[src/rtl/instr_issue_unit_pkg.sv]
// Shared constants and types for the instruction issue front end:
// opcode encodings, instruction-word field layout and scoreboard entry.
package instr_issue_unit_pkg;

    localparam int INSTR_W    = 20;
    localparam int OPCODE_W   = 2;
    localparam int REG_ADDR_W = 6;

    localparam int OPCODE_LSB = 18;
    localparam int DST_LSB    = 12;
    localparam int SRC1_LSB   = 6;
    localparam int SRC2_LSB   = 0;

    localparam logic [OPCODE_W-1:0] OP_ADD = 2'b00;
    localparam logic [OPCODE_W-1:0] OP_SUB = 2'b01;
    localparam logic [OPCODE_W-1:0] OP_MUL = 2'b10;
    localparam logic [OPCODE_W-1:0] OP_NOP = 2'b11;

    typedef struct packed {
        logic [OPCODE_W-1:0]   opcode;
        logic [REG_ADDR_W-1:0] dst;
        logic [REG_ADDR_W-1:0] src1;
        logic [REG_ADDR_W-1:0] src2;
    } instr_t;

    // One in-flight destination awaiting writeback.
    typedef struct packed {
        logic                  v;
        logic [REG_ADDR_W-1:0] rd;
    } sb_entry_t;

    function automatic instr_t decode_instr(input logic [INSTR_W-1:0] w);
        instr_t d;
        d.opcode = w[OPCODE_LSB +: OPCODE_W];
        d.dst    = w[DST_LSB    +: REG_ADDR_W];
        d.src1   = w[SRC1_LSB   +: REG_ADDR_W];
        d.src2   = w[SRC2_LSB   +: REG_ADDR_W];
        return d;
    endfunction

endpackage

[src/rtl/instr_issue_unit_sync_fifo.sv]
// Synchronous FIFO with first-word-fall-through head, clear, and
// registered occupancy count driving full/empty.
module sync_fifo #(
    parameter int WIDTH = 20,
    parameter int DEPTH = 4
) (
    input  logic             clk,
    input  logic             reset,
    input  logic             push,
    input  logic             pop,
    input  logic             clear,
    input  logic [WIDTH-1:0] din,
    output logic             full,
    output logic             empty,
    output logic [WIDTH-1:0] head
);

    localparam int AW = $clog2(DEPTH);

    logic [WIDTH-1:0] mem [DEPTH];
    logic [AW-1:0]    wr_ptr;
    logic [AW-1:0]    rd_ptr;
    logic [AW:0]      count;
    logic             push_ok;
    logic             pop_ok;

    assign full  = (count == (AW+1)'(DEPTH));
    assign empty = (count == '0);
    assign head  = mem[rd_ptr];

    // A push while full is refused even if a pop frees a slot this cycle.
    assign push_ok = push && !full && !clear;
    assign pop_ok  = pop && !empty && !clear;

    always_ff @(posedge clk) begin
        if (push_ok)
            mem[wr_ptr] <= din;
    end

    always_ff @(posedge clk) begin
        if (reset || clear) begin
            wr_ptr <= '0;
            rd_ptr <= '0;
            count  <= '0;
        end else begin
            if (push_ok)
                wr_ptr <= wr_ptr + 1'b1;
            if (pop_ok)
                rd_ptr <= rd_ptr + 1'b1;
            if (push_ok && !pop_ok)
                count <= count + 1'b1;
            else if (pop_ok && !push_ok)
                count <= count - 1'b1;
        end
    end

endmodule

[src/rtl/instr_issue_unit.sv]
// Instruction issue front end: buffers instruction words, holds back RAW
// hazards against a writeback-latency scoreboard, issues one per cycle.
module instr_issue_unit
    import instr_issue_unit_pkg::*;
#(
    parameter int FIFO_DEPTH = 4,
    parameter int WB_LAT     = 2,
    parameter int CNT_W      = 16
) (
    input  logic                  clk,
    input  logic                  reset,
    input  logic                  in_valid,
    input  logic [INSTR_W-1:0]    in_instr,
    output logic                  in_ready,
    input  logic                  enable,
    input  logic                  flush,
    output logic                  issue_valid,
    output logic [OPCODE_W-1:0]   opcode,
    output logic [REG_ADDR_W-1:0] src1,
    output logic [REG_ADDR_W-1:0] src2,
    output logic [REG_ADDR_W-1:0] dst,
    output logic [CNT_W-1:0]      issued_count,
    output logic [CNT_W-1:0]      stall_count
);

    logic                  fifo_full;
    logic                  fifo_empty;
    logic [INSTR_W-1:0]    head_word;
    instr_t                head;
    logic                  do_pop;
    logic                  do_issue;
    logic                  do_stall;
    logic                  hazard;
    sb_entry_t [WB_LAT-1:0] sb_pipe;

    assign in_ready = !fifo_full;
    assign head     = decode_instr(head_word);

    sync_fifo #(
        .WIDTH (INSTR_W),
        .DEPTH (FIFO_DEPTH)
    ) u_fifo (
        .clk   (clk),
        .reset (reset),
        .push  (in_valid && in_ready),
        .pop   (do_pop),
        .clear (flush),
        .din   (in_instr),
        .full  (fifo_full),
        .empty (fifo_empty),
        .head  (head_word)
    );

    // Head's own dst is never compared: only older in-flight entries count.
    always_comb begin
        hazard = 1'b0;
        for (int i = 0; i < WB_LAT; i++) begin
            if (sb_pipe[i].v && (sb_pipe[i].rd == head.src1 || sb_pipe[i].rd == head.src2))
                hazard = 1'b1;
        end
        if (head.opcode == OP_NOP)
            hazard = 1'b0;
    end

    always_comb begin
        do_pop   = 1'b0;
        do_issue = 1'b0;
        do_stall = 1'b0;
        if (!flush && !fifo_empty && enable) begin
            if (head.opcode == OP_NOP) begin
                do_pop = 1'b1;
            end else if (hazard) begin
                do_stall = 1'b1;
            end else begin
                do_pop   = 1'b1;
                do_issue = 1'b1;
            end
        end
    end

    // Scoreboard keeps shifting through a flush: issued work still writes back.
    always_ff @(posedge clk) begin
        if (reset) begin
            sb_pipe <= '0;
        end else begin
            sb_pipe[0].v  <= do_issue;
            sb_pipe[0].rd <= do_issue ? head.dst : '0;
            for (int i = 1; i < WB_LAT; i++)
                sb_pipe[i] <= sb_pipe[i-1];
        end
    end

    always_ff @(posedge clk) begin
        if (reset) begin
            issue_valid  <= 1'b0;
            opcode       <= OP_NOP;
            src1         <= '0;
            src2         <= '0;
            dst          <= '0;
            issued_count <= '0;
            stall_count  <= '0;
        end else begin
            issue_valid <= do_issue;
            if (do_issue) begin
                opcode       <= head.opcode;
                src1         <= head.src1;
                src2         <= head.src2;
                dst          <= head.dst;
                issued_count <= issued_count + CNT_W'(1);
            end else begin
                opcode <= OP_NOP;
            end
            if (do_stall)
                stall_count <= stall_count + CNT_W'(1);
        end
    end

endmodule
[config.mk]
export PLATFORM = sky130hd
export DESIGN_NAME = instr_issue_unit
export DESIGN_NICKNAME = d
export VERILOG_FILES = /design/src/rtl/instr_issue_unit_pkg.sv /design/src/rtl/instr_issue_unit_sync_fifo.sv /design/src/rtl/instr_issue_unit.sv
export SDC_FILE = /design/constraint.sdc
export NUM_CORES = 1
export LEC_CHECK = 0
export CAP_MARGIN = 5
export CORE_UTILIZATION = 23
export DETAILED_ROUTE_END_ITERATION = 6
export HOLD_SLACK_MARGIN = 0.1
export PLACE_DENSITY = 0.39
export REMOVE_ABC_BUFFERS = 1
export SETUP_SLACK_MARGIN = 0.2
export SYNTH_ARGS = -nofsm -noshare
export SYNTH_HDL_FRONTEND = slang
export SYNTH_SLANG_ARGS = --single-unit
[constraint.sdc]
create_clock -name clk -period 9.3 [get_ports clk]
set_clock_uncertainty 0.2 [all_clocks]
set_input_delay 1.86 -clock clk [delete_from_list [all_inputs] [get_ports clk]]
set_output_delay 1.86 -clock clk [all_outputs]
set_load 0.02 [all_outputs]
# Word level (Yosys, flattened, before mapping)

Memories as Yosys holds them, arrays and structs flattened. A register that Yosys moved wholly into a read port is not among the register bits.
Cells that the tools add are included.

Bits in writable memories: 80
Flip-flop bits (word level): 73
Word-level logic and storage cells: 66
Output and inout port bits: 54
Latch bits: 0
Memories kept: 1
Memory bits (read-only): 0

Memories:

| memory     | depth | width | read ports | clocked after memory_dff | wr ports | line                             | RTL |
|---|---|---|---|---|---|---|---|
| u_fifo.mem | 4     | 20    | 1          | 1                        | 1        | instr_issue_unit_sync_fifo.sv:20 | `logic [WIDTH-1:0] mem [DEPTH];` |

Order comparisons: 0
$mul: 0
Add/sub/neg operators: 6
Mux-type cells: 17
Reductions and logical operators: 22
Eq/ne operators: 6
Bitwise operators: 1
Div/mod/pow operators: 0
Shifts and indexed selects: 0

Operator list:

| operator                                         | number |
|---|---|
| adder 16 x 1 -> 16 bit, second input constant    | 2 |
| == test 6 bit                                    | 4 |
| 2-to-1 mux 1 bit                                 | 13 |
| logical AND 1 bit                                | 11 |
| 2-to-1 mux 3 bit                                 | 2 |
| zero test 1 bit                                  | 5 |
| adder 2 x 1 -> 2 bit, second input constant      | 2 |
| 2-to-1 mux 2 bit                                 | 2 |
| adder 3 x 1 -> 3 bit, second input constant      | 1 |
| == test 3 bit, second input constant             | 1 |
| zero test 3 bit                                  | 1 |
| logical OR 1 bit                                 | 3 |
| subtractor 3 x 1 -> 3 bit, second input constant | 1 |
| == test 2 bit, second input constant             | 1 |
| nonzero test 2 bit                               | 1 |
| OR reduction 2 bit                               | 1 |
| inverter 1 bit                                   | 1 |

# Depth between registers and ports, before layout

Gate-level depths: netlist of run 1.

Depth in word-level cells: 14
Gate-level depth with buffers: 15
Mapped depth without buffers: 13

# By module

From an unflattened synthesis of run 1, not the netlist that was laid out.

Cell total of the unflattened synthesis: 504
Area, all modules: 6347.3 um2

By module, submodules not included:

| module           | cells each | area an instance (um2) | seq. area each (um2) | instances |
|---|---|---|---|---|
| sync_fifo        | 158        | 3388.2                 | 2582.5               | 1 |
| instr_issue_unit | 346        | 2959.1                 | 1321.3               | 1 |

# Worst setup path after synthesis of run 1

OpenSTA, ideal clock, no wires.

Path type: in2reg
Start point: in in_valid
End point: reg u_fifo.count[2]
Data arrival time: 3.287 ns
Stages: 8
Slack: 5.743 ns
Buffers on the path: 0
Setup time: 0.070 ns
Cells stage by stage: nand2_1 -> nor2_1 -> ha_1 -> inv_1 -> fa_1 -> xor2_1 -> or3_1 -> a21oi_1

Longest elaborated chain between the ends: 6
Elaborated cells between the ends (all ways): 8
Those cells by class: mux: 1; reduce/logical: 7

Ends and longest elaborated chain:

| what                                | line                             | RTL |
|---|---|---|
| from (decl)                         | instr_issue_unit.sv:12           | `input logic in_valid,` |
| logical AND 1 bit (*)               | instr_issue_unit.sv:45           | `.push (in_valid && in_ready),` |
| logical AND 1 bit (*) (2 in a row)  | instr_issue_unit_sync_fifo.sv:32 | `assign push_ok = push && !full && !clear;` |
| named net u_fifo.push_ok            | instr_issue_unit_sync_fifo.sv:24 | `logic push_ok;` |
| zero test 1 bit                     | instr_issue_unit_sync_fifo.sv:52 | `else if (pop_ok && !push_ok)` |
| logical AND 1 bit                   | instr_issue_unit_sync_fifo.sv:52 |  |
| nonzero test 2 bit (no source line) | n/a                              |  |
| to (signal assigned)                | instr_issue_unit_sync_fifo.sv:51 | `count <= count + 1'b1;` |
| to (signal assigned)                | instr_issue_unit_sync_fifo.sv:53 | `count <= count - 1'b1;` |
| to (decl)                           | instr_issue_unit_sync_fifo.sv:23 | `logic [AW:0] count;` |

Mark *: on every way through the listed nets, which the timed path passes. The rest lies on a longest branch.
A chain may end at the register's enable or synchronous reset.

==> results of run 1 <==
[cell families after synthesis]
logic type | count (synthesis) | share of synthesized area, %
buffers and inverters | 32 | 2.635
DFF | 155 | 60.90
adders and majority gates | 8 | 1.679
AOI/OAI and AO/OA | 72 | 8.062
muxes | 42 | 10.44
xor gates and xnor gates | 41 | 5.602
and+or+nand+nor | 138 | 10.68
[placed cells by master, fill, tap and decap left out, types with 3 or more instances in the layout]
master and n:
a2111oi_2 3, nor2b_1 7, a31o_2 7, o21a_1 3, o31ai_1 5, inv_6 5, mux2i_1 23, mux4_2 16
xnor2_1 23, and2_1 7, inv_1 10, dfxtp_1 75, nor2_1 45, and3_1 4, inv_8 3, nor3_1 4
clkbuf_16 17, clkdlybuf4s50_1 77, ha_1 7, or4_1 6, a211oi_1 6, xor2_1 18, nand4_1 4, edfxtp_1 80
or3_1 11, a21oi_1 22, nand3_1 16, o21ai_0 9, mux4_1 3, nand2_1 26, buf_4 8
[sequential cells by signal (all words and copies together), names as in the netlist, named ones only]
register	cells
u_fifo.count	3
issue_valid	1
sb_pipe	13
u_fifo.wr_ptr	2
dst	6
opcode	2
issued_count	16
src2	6
u_fifo.rd_ptr	2
u_fifo.mem	80
src1	6
stall_count	16
[metrics by stage]
stage	utilization, %	setup WS, ns
CTS	30.15	4.521
detailed placement	27.92	4.254
floorplan	-	4.345
global placement	27.92	4.336
finish	30.15	4.658
global route	30.15	4.296
[worst max-delay path, delay by kind of cell (launching register included)]
family          cells  cell delay [ns]
compound gates      4             1.07
flops               1             0.32
xor+xnor            1             0.17
buf+inv             2             0.88
simple gates        2             1.18
mux                 1             0.73
[final cells by class]
cell class                 instances  area, um2
fill                            2793      18980
sequential                       155       3904
multi-input combinational        301       2342
timing repair buffer              86      835.8
tap                              372      465.4
clock buffer                      17      425.4
clock inverter                    15      178.9
inverter                          11      41.29
[power by group through the flow]
stage / registers, W / clock network (W) / logic [W]
5_1_grt: 0.000734 / 0.000759 / 0.0000747
6_report: 0.000734 / 0.000709 / 0.0000676
3_5_place_dp: 0.000749 / 0 / 0.0000692
4_1_cts: 0.000734 / 0.000733 / 0.0000694
3_3_place_gp: 0.000749 / 0 / 0.0000681
2_1_floorplan: 0.000751 / 0 / 0.0000316
[layer usage]
metal,routed length [um],global-route usage (%)
met1,7241,14.40
met2,7002,17.88
met3,692,2.806
met4,191,4.111
met5,0,0
[worst min-delay path by stage]
stage	from	end	slack [ns]	depth (start not counted)
2_1_floorplan	u_fifo.rd_ptr[1]	flip-flop	0.26	2
3_3_place_gp	issued_count[8]	issued_count[8]	0.28	2
3_5_place_dp	u_fifo.rd_ptr[1]	u_fifo.rd_ptr[1]	0.29	2
4_1_cts	u_fifo.rd_ptr[1]	u_fifo.rd_ptr[1]	0.30	2
5_1_grt	issued_count[11]	issued_count[11]	0.32	2
6_report	issued_count[8]	issued_count[8]	0.29	2
==> metrics.csv, run 1 <==
stage,metric,value,unit
run_status,outcome,finished clean,
cells_and_area,Nets,605,
global_routing,largest net degree at the start of global routing,55,
die,IO Pins,79,
clock_tree,CTS Buf Count,17,
synthesis,"top cells by count, synth","80 x edfxtp_1, 75 x dfxtp_1, 45 x nor2_1",
sta,RSZ-0062 raised after global routing,false,
cells_and_area,P&R area growth vs syn,27.82,%
setup_path,crit path capture,issued_count[10],
setup_path,Worst path max stage delay,0.73,ns
power,Pwr per Cell Area,184.3,nW/um2
power,Sw Ratio,22.89,%
power,Peak VDD IR,0.1052,mV
cells_and_area,"non-filler cells, final",957,
setup_path,worst path required time,9.45,ns
sta,final hold violations,0,
setup_path,CP endpoint kind,flip-flop,
sta,Final setup viols,0,
sta,Max Slew Vio Count,0,
power,internal power,0.001164,W
sta,worst hold slack,0.2892,ns
routing,drt pass-1 iters,4,
global_routing,GRT Total Usage,11.12,%
synthesis,"Avg Cell Area, Syn",13.14,um2
synthesis,Yosys reg bits,155,
synthesis,"Seq/Total Area, Yosys",60.90,%
sta,max frequency,0.2154,GHz
clock_tree,post-CTS setup repair buffer count,0,
job,max_cap viols,0,
setup_path,slowest CP cell,mux4_1,
power,Final Power,0.001510,W
placement,GP Congestion,0.7389,
clock_tree,clk sinks,155,
placement,DP Cell Count,925,
sta,Slew headroom,41.96,%
clock_tree,TritonCTS clock tree,yes,
power,sequential fraction of design power,48.6,%
setup_path,crit start category,flip-flop,
sta,Final period util,49.92,%
synthesis,mapped cell area,6410,um2
power,Leak,2.733,nW
power,clock share of power,46.9,%
setup_path,R2R depth,10,
die,Die Width,168.9,um
synthesis,synthesized instance count,488,
synthesis,Yosys Warn Count,0,
clock_tree,Root Buffer,clkbuf_16,
placement,HPWL after DPL,10050,um
global_routing,total gr overflow,0,
power,switching power,0.0003457,W
clock_tree,post-CTS sizing,0,
global_routing,initial antenna violation count,0,
clock_tree,H-tree depth,4,
routing,average wire per standard cell,15.81,um
synthesis,Synth area leader,edfxtp_1,
synthesis,post-synth cell types,52,
synthesis,synth top area cells,"edfxtp_1 37%, dfxtp_1 23%, mux4_2 5.6%",
setup_path,Crit Path Max Fanout,32,
min_path,Hold Crit Class,flip-flop to flip-flop,
die,Initial Util,23.59,%
synthesis,most frequent cell after synthesis,edfxtp_1,
routing,vias per inst,4.241,
routing,1st-iter DRT viols,167,
clock_tree,Max clock buf depth,2,
clock_tree,Worst-Skew Late Latency,0.42,ns
setup_path,crit path DAT,4.79,ns
clock_tree,Clock transition at path regs,0.07,ns
die,die area,28540,um2
setup_path,reg-to-reg endpoint,issued_count[10],
die,chip height,168.9,um
sta,post-layout min period,4.642,ns
global_routing,first-pass GRT wire length,23660,um
sta,measured slew at the worst slew-check pin,0.8679,ns
cells_and_area,Diodes inserted,0,
cells_and_area,layout cells sized above 1,12.31,%
setup_path,"setup slack, reg-to-reg",4.66,ns
synthesis,share of Yosys cell area claimed by the top area cell type,37.48,%
placement,dpl cell area,7589,um2
routing,Routed Antenna Nets,0,
clock_tree,Post-CTS Hold Buffers,0,
routing,DRC,0,
setup_path,Setup CP Type,flip-flop to flip-flop,
setup_path,CP cell instances,buf_4 -> mux4_1 -> xnor2_1 -> o311ai_0 -> a21oi_1 -> a21oi_2 -> nand3_2 -> buf_4 -> or4_1 -> a21oi_1,
sta,Final TNS setup,0,ns
synthesis,number of enable flip-flop cells after synthesis,80,
synthesis,Async SR Flop Fraction,0,%
power,combinational power share,4.5,%
routing,Post-Route WL,15130,um
synthesis,Post-synth top flop,edfxtp_1,
die,Core Rows,60,
cells_and_area,fin area,8193,um2
placement,Port Buffers,78,
routing,Vias,4059,
global_routing,number of global-route vias before repair,4236,
die,Core Area,27180,um2
No activity file was read; power rests on OpenSTA's default activity.
==> run 2: changes to the inputs <==
- PLACE_DENSITY: 0.39 -> 0.4
- clock period: 9.3 -> 4.1 ns (I/O delays scaled with it)
==> run 2 against run 1 <==
Net effect:
- routed wire length up 3.8%
- cell count up 1.7%
- clock-buffer cell count up 1
- first-iteration DRC count up 42%
- combinational power up 140%
- critical path depth up 4
- via count up 3.7%
==> metrics.csv, run 2 (same netlist as run 1, synthesis figures left out) <==
stage,metric,value,unit
clock_tree,H-tree depth,4,
power,switching power,0.0008078,W
sta,post-layout min period,3.731,ns
run_status,outcome,finished clean,
die,Die Width,168.9,um
placement,Port Buffers,78,
clock_tree,Max clock buf depth,2,
power,combinational power share,4.8,%
min_path,hold depth,1,
sta,Final period util,91.00,%
placement,GP Congestion,0.7210,
setup_path,CP endpoint kind,flip-flop,
setup_path,crit start category,flip-flop,
min_path,Hold Crit Class,flip-flop to flip-flop,
die,IO Pins,79,
cells_and_area,Nets,621,
setup_path,Setup CP Type,flip-flop to flip-flop,
routing,average wire per standard cell,16.14,um
cells_and_area,"most common cell after layout, fill and taps aside",edfxtp_1,
clock_tree,Worst-Skew Late Latency,0.42,ns
die,chip height,168.9,um
placement,pre-CTS setup slack,0.06315,ns
cells_and_area,Diodes inserted,0,
routing,1st-iter DRT viols,237,
sta,Slew headroom,44.15,%
cells_and_area,P&R area growth vs syn,30.35,%
sta,RSZ-0062 raised after global routing,false,
power,internal power,0.002587,W
routing,DRC,0,
die,Initial Util,23.59,%
power,Leak,2.816,nW
clock_tree,Root Buffer,clkbuf_16,
sta,measured slew at the worst slew-check pin,0.8272,ns
clock_tree,CTS Buf Count,17,
setup_path,Crit Path Max Fanout,9,
global_routing,largest net degree at the start of global routing,29,
sta,Final setup viols,0,
setup_path,crit path DAT,3.88,ns
cells_and_area,max reg flops,80,
die,Core Rows,60,
power,Sw Ratio,23.79,%
clock_tree,Clock transition at path regs,0.07,ns
power,Final Power,0.003395,W
global_routing,number of global-route vias before repair,4267,
sta,Max Slew Vio Count,0,
sta,worst hold slack,0.2888,ns
global_routing,first-pass GRT wire length,24350,um
clock_tree,clk sinks,155,
power,clock share of power,46.2,%
routing,Vias,4208,
routing,Post-Route WL,15710,um
global_routing,initial antenna violation count,0,
power,sequential fraction of design power,49.0,%
clock_tree,TritonCTS clock tree,yes,
routing,drt pass-1 iters,4,
cells_and_area,layout cells sized above 1,15.47,%
cells_and_area,Regs by FF count,"u_fifo.mem (80), issued_count (16), stall_count (16)",
cells_and_area,largest register by flop count,u_fifo.mem,
routing,Routed Antenna Nets,0,
setup_path,worst path required time,4.25,ns
die,die area,28540,um2
sta,final hold violations,0,
routing,vias per inst,4.325,
setup_path,R2R depth,14,
die,Core Area,27180,um2
global_routing,GRT Total Usage,11.43,%
power,Peak VDD IR,0.2151,mV
placement,HPWL after DPL,10570,um
sta,setup ws final,0.3688,ns
sta,max frequency,0.2680,GHz
global_routing,total gr overflow,0,
power,Pwr per Cell Area,406.3,nW/um2
job,max_cap viols,0,
cells_and_area,"commonest cells after routing, fill and taps aside","80 x edfxtp_1, 77 x clkdlybuf4s50_1, 74 x dfxtp_1",
[run 2: cell count changes in the layout (fill, tap and decap cells not counted), moves of 2 or more]
cell    change
buf_4      +12
buf_12      +4
mux4_1      -2
mux4_2      +2
[run 2: per-layer routing]
| metal | global-route usage [%] | routed length [um] | vias to the layer above |
|---|---|---|---|
| li1 | - | - | 2019 |
| met1 | 14.86 | 7538 | 2087 |
| met2 | 18.88 | 7437 | 90 |
| met3 | 2.619 | 564 | 12 |
| met4 | 3.360 | 168 | 0 |
| met5 | 0 | 0 | - |
[run 2: final timing paths]
kind | start | endpoint | slack, ns
max | flip-flop | u_fifo.count[2] | 0.37
min | dst[0] | dst[0] | 0.29
max reg2reg | flip-flop | u_fifo.count[2] | 0.37
min reg2reg | dst[0] | dst[0] | 0.29
[run 2: worst max-delay path: stages (launching register included)]
cell and delay (ns):
dfxtp_2 0.38, buf_12 0.16, mux4_2 0.54, xnor2_1 0.21
nand4_1 0.18, nor4_4 0.27, a21o_1 0.15, nor2_1 0.11
o21ai_1 0.17, ha_1 0.20, inv_1 0.07, fa_1 0.39
xor2_1 0.17, or3_1 0.32, a21oi_1 0.15
[run 2: per-stage QoR]
step	util [%]	TNS (ns)	instances	cell area [um2]
after floorplan	-	-21.27	467	6282
after global routing	30.75	0	973	8356
after CTS	30.49	0	966	8285
final	30.75	0	973	8356
after global placement	28.27	0	931	7684
after detailed placement	28.27	0	931	7684
[run 2: cell type report]
type	instances	area, um2
Clock buffer	18	429.2
Sequential cell	155	3905
Multi-Input combinational cell	301	2356
Tap cell	372	465.4
Fill cell	2810	18820
Timing Repair Buffer	102	1006
Inverter	11	41.29
Clock inverter	14	152.6
[run 2: power groups by stage]
stage	sequential, W	clock [W]	combinational (W)
6_report	0.00166	0.00157	0.000164
5_1_grt	0.00167	0.00167	0.000180
4_1_cts	0.00166	0.00161	0.000164
3_5_place_dp	0.00170	0	0.000162
3_3_place_gp	0.00170	0	0.000160
2_1_floorplan	0.00170	0	0.0000718
[run 2: what timing repair did]
action,4_1_cts,5_1_grt
resized for setup,2,5
cloned,0,0
pin swaps,2,2
setup buffers,3,7
hold buffers,0,0
endpoints found under the setup margin,1,1
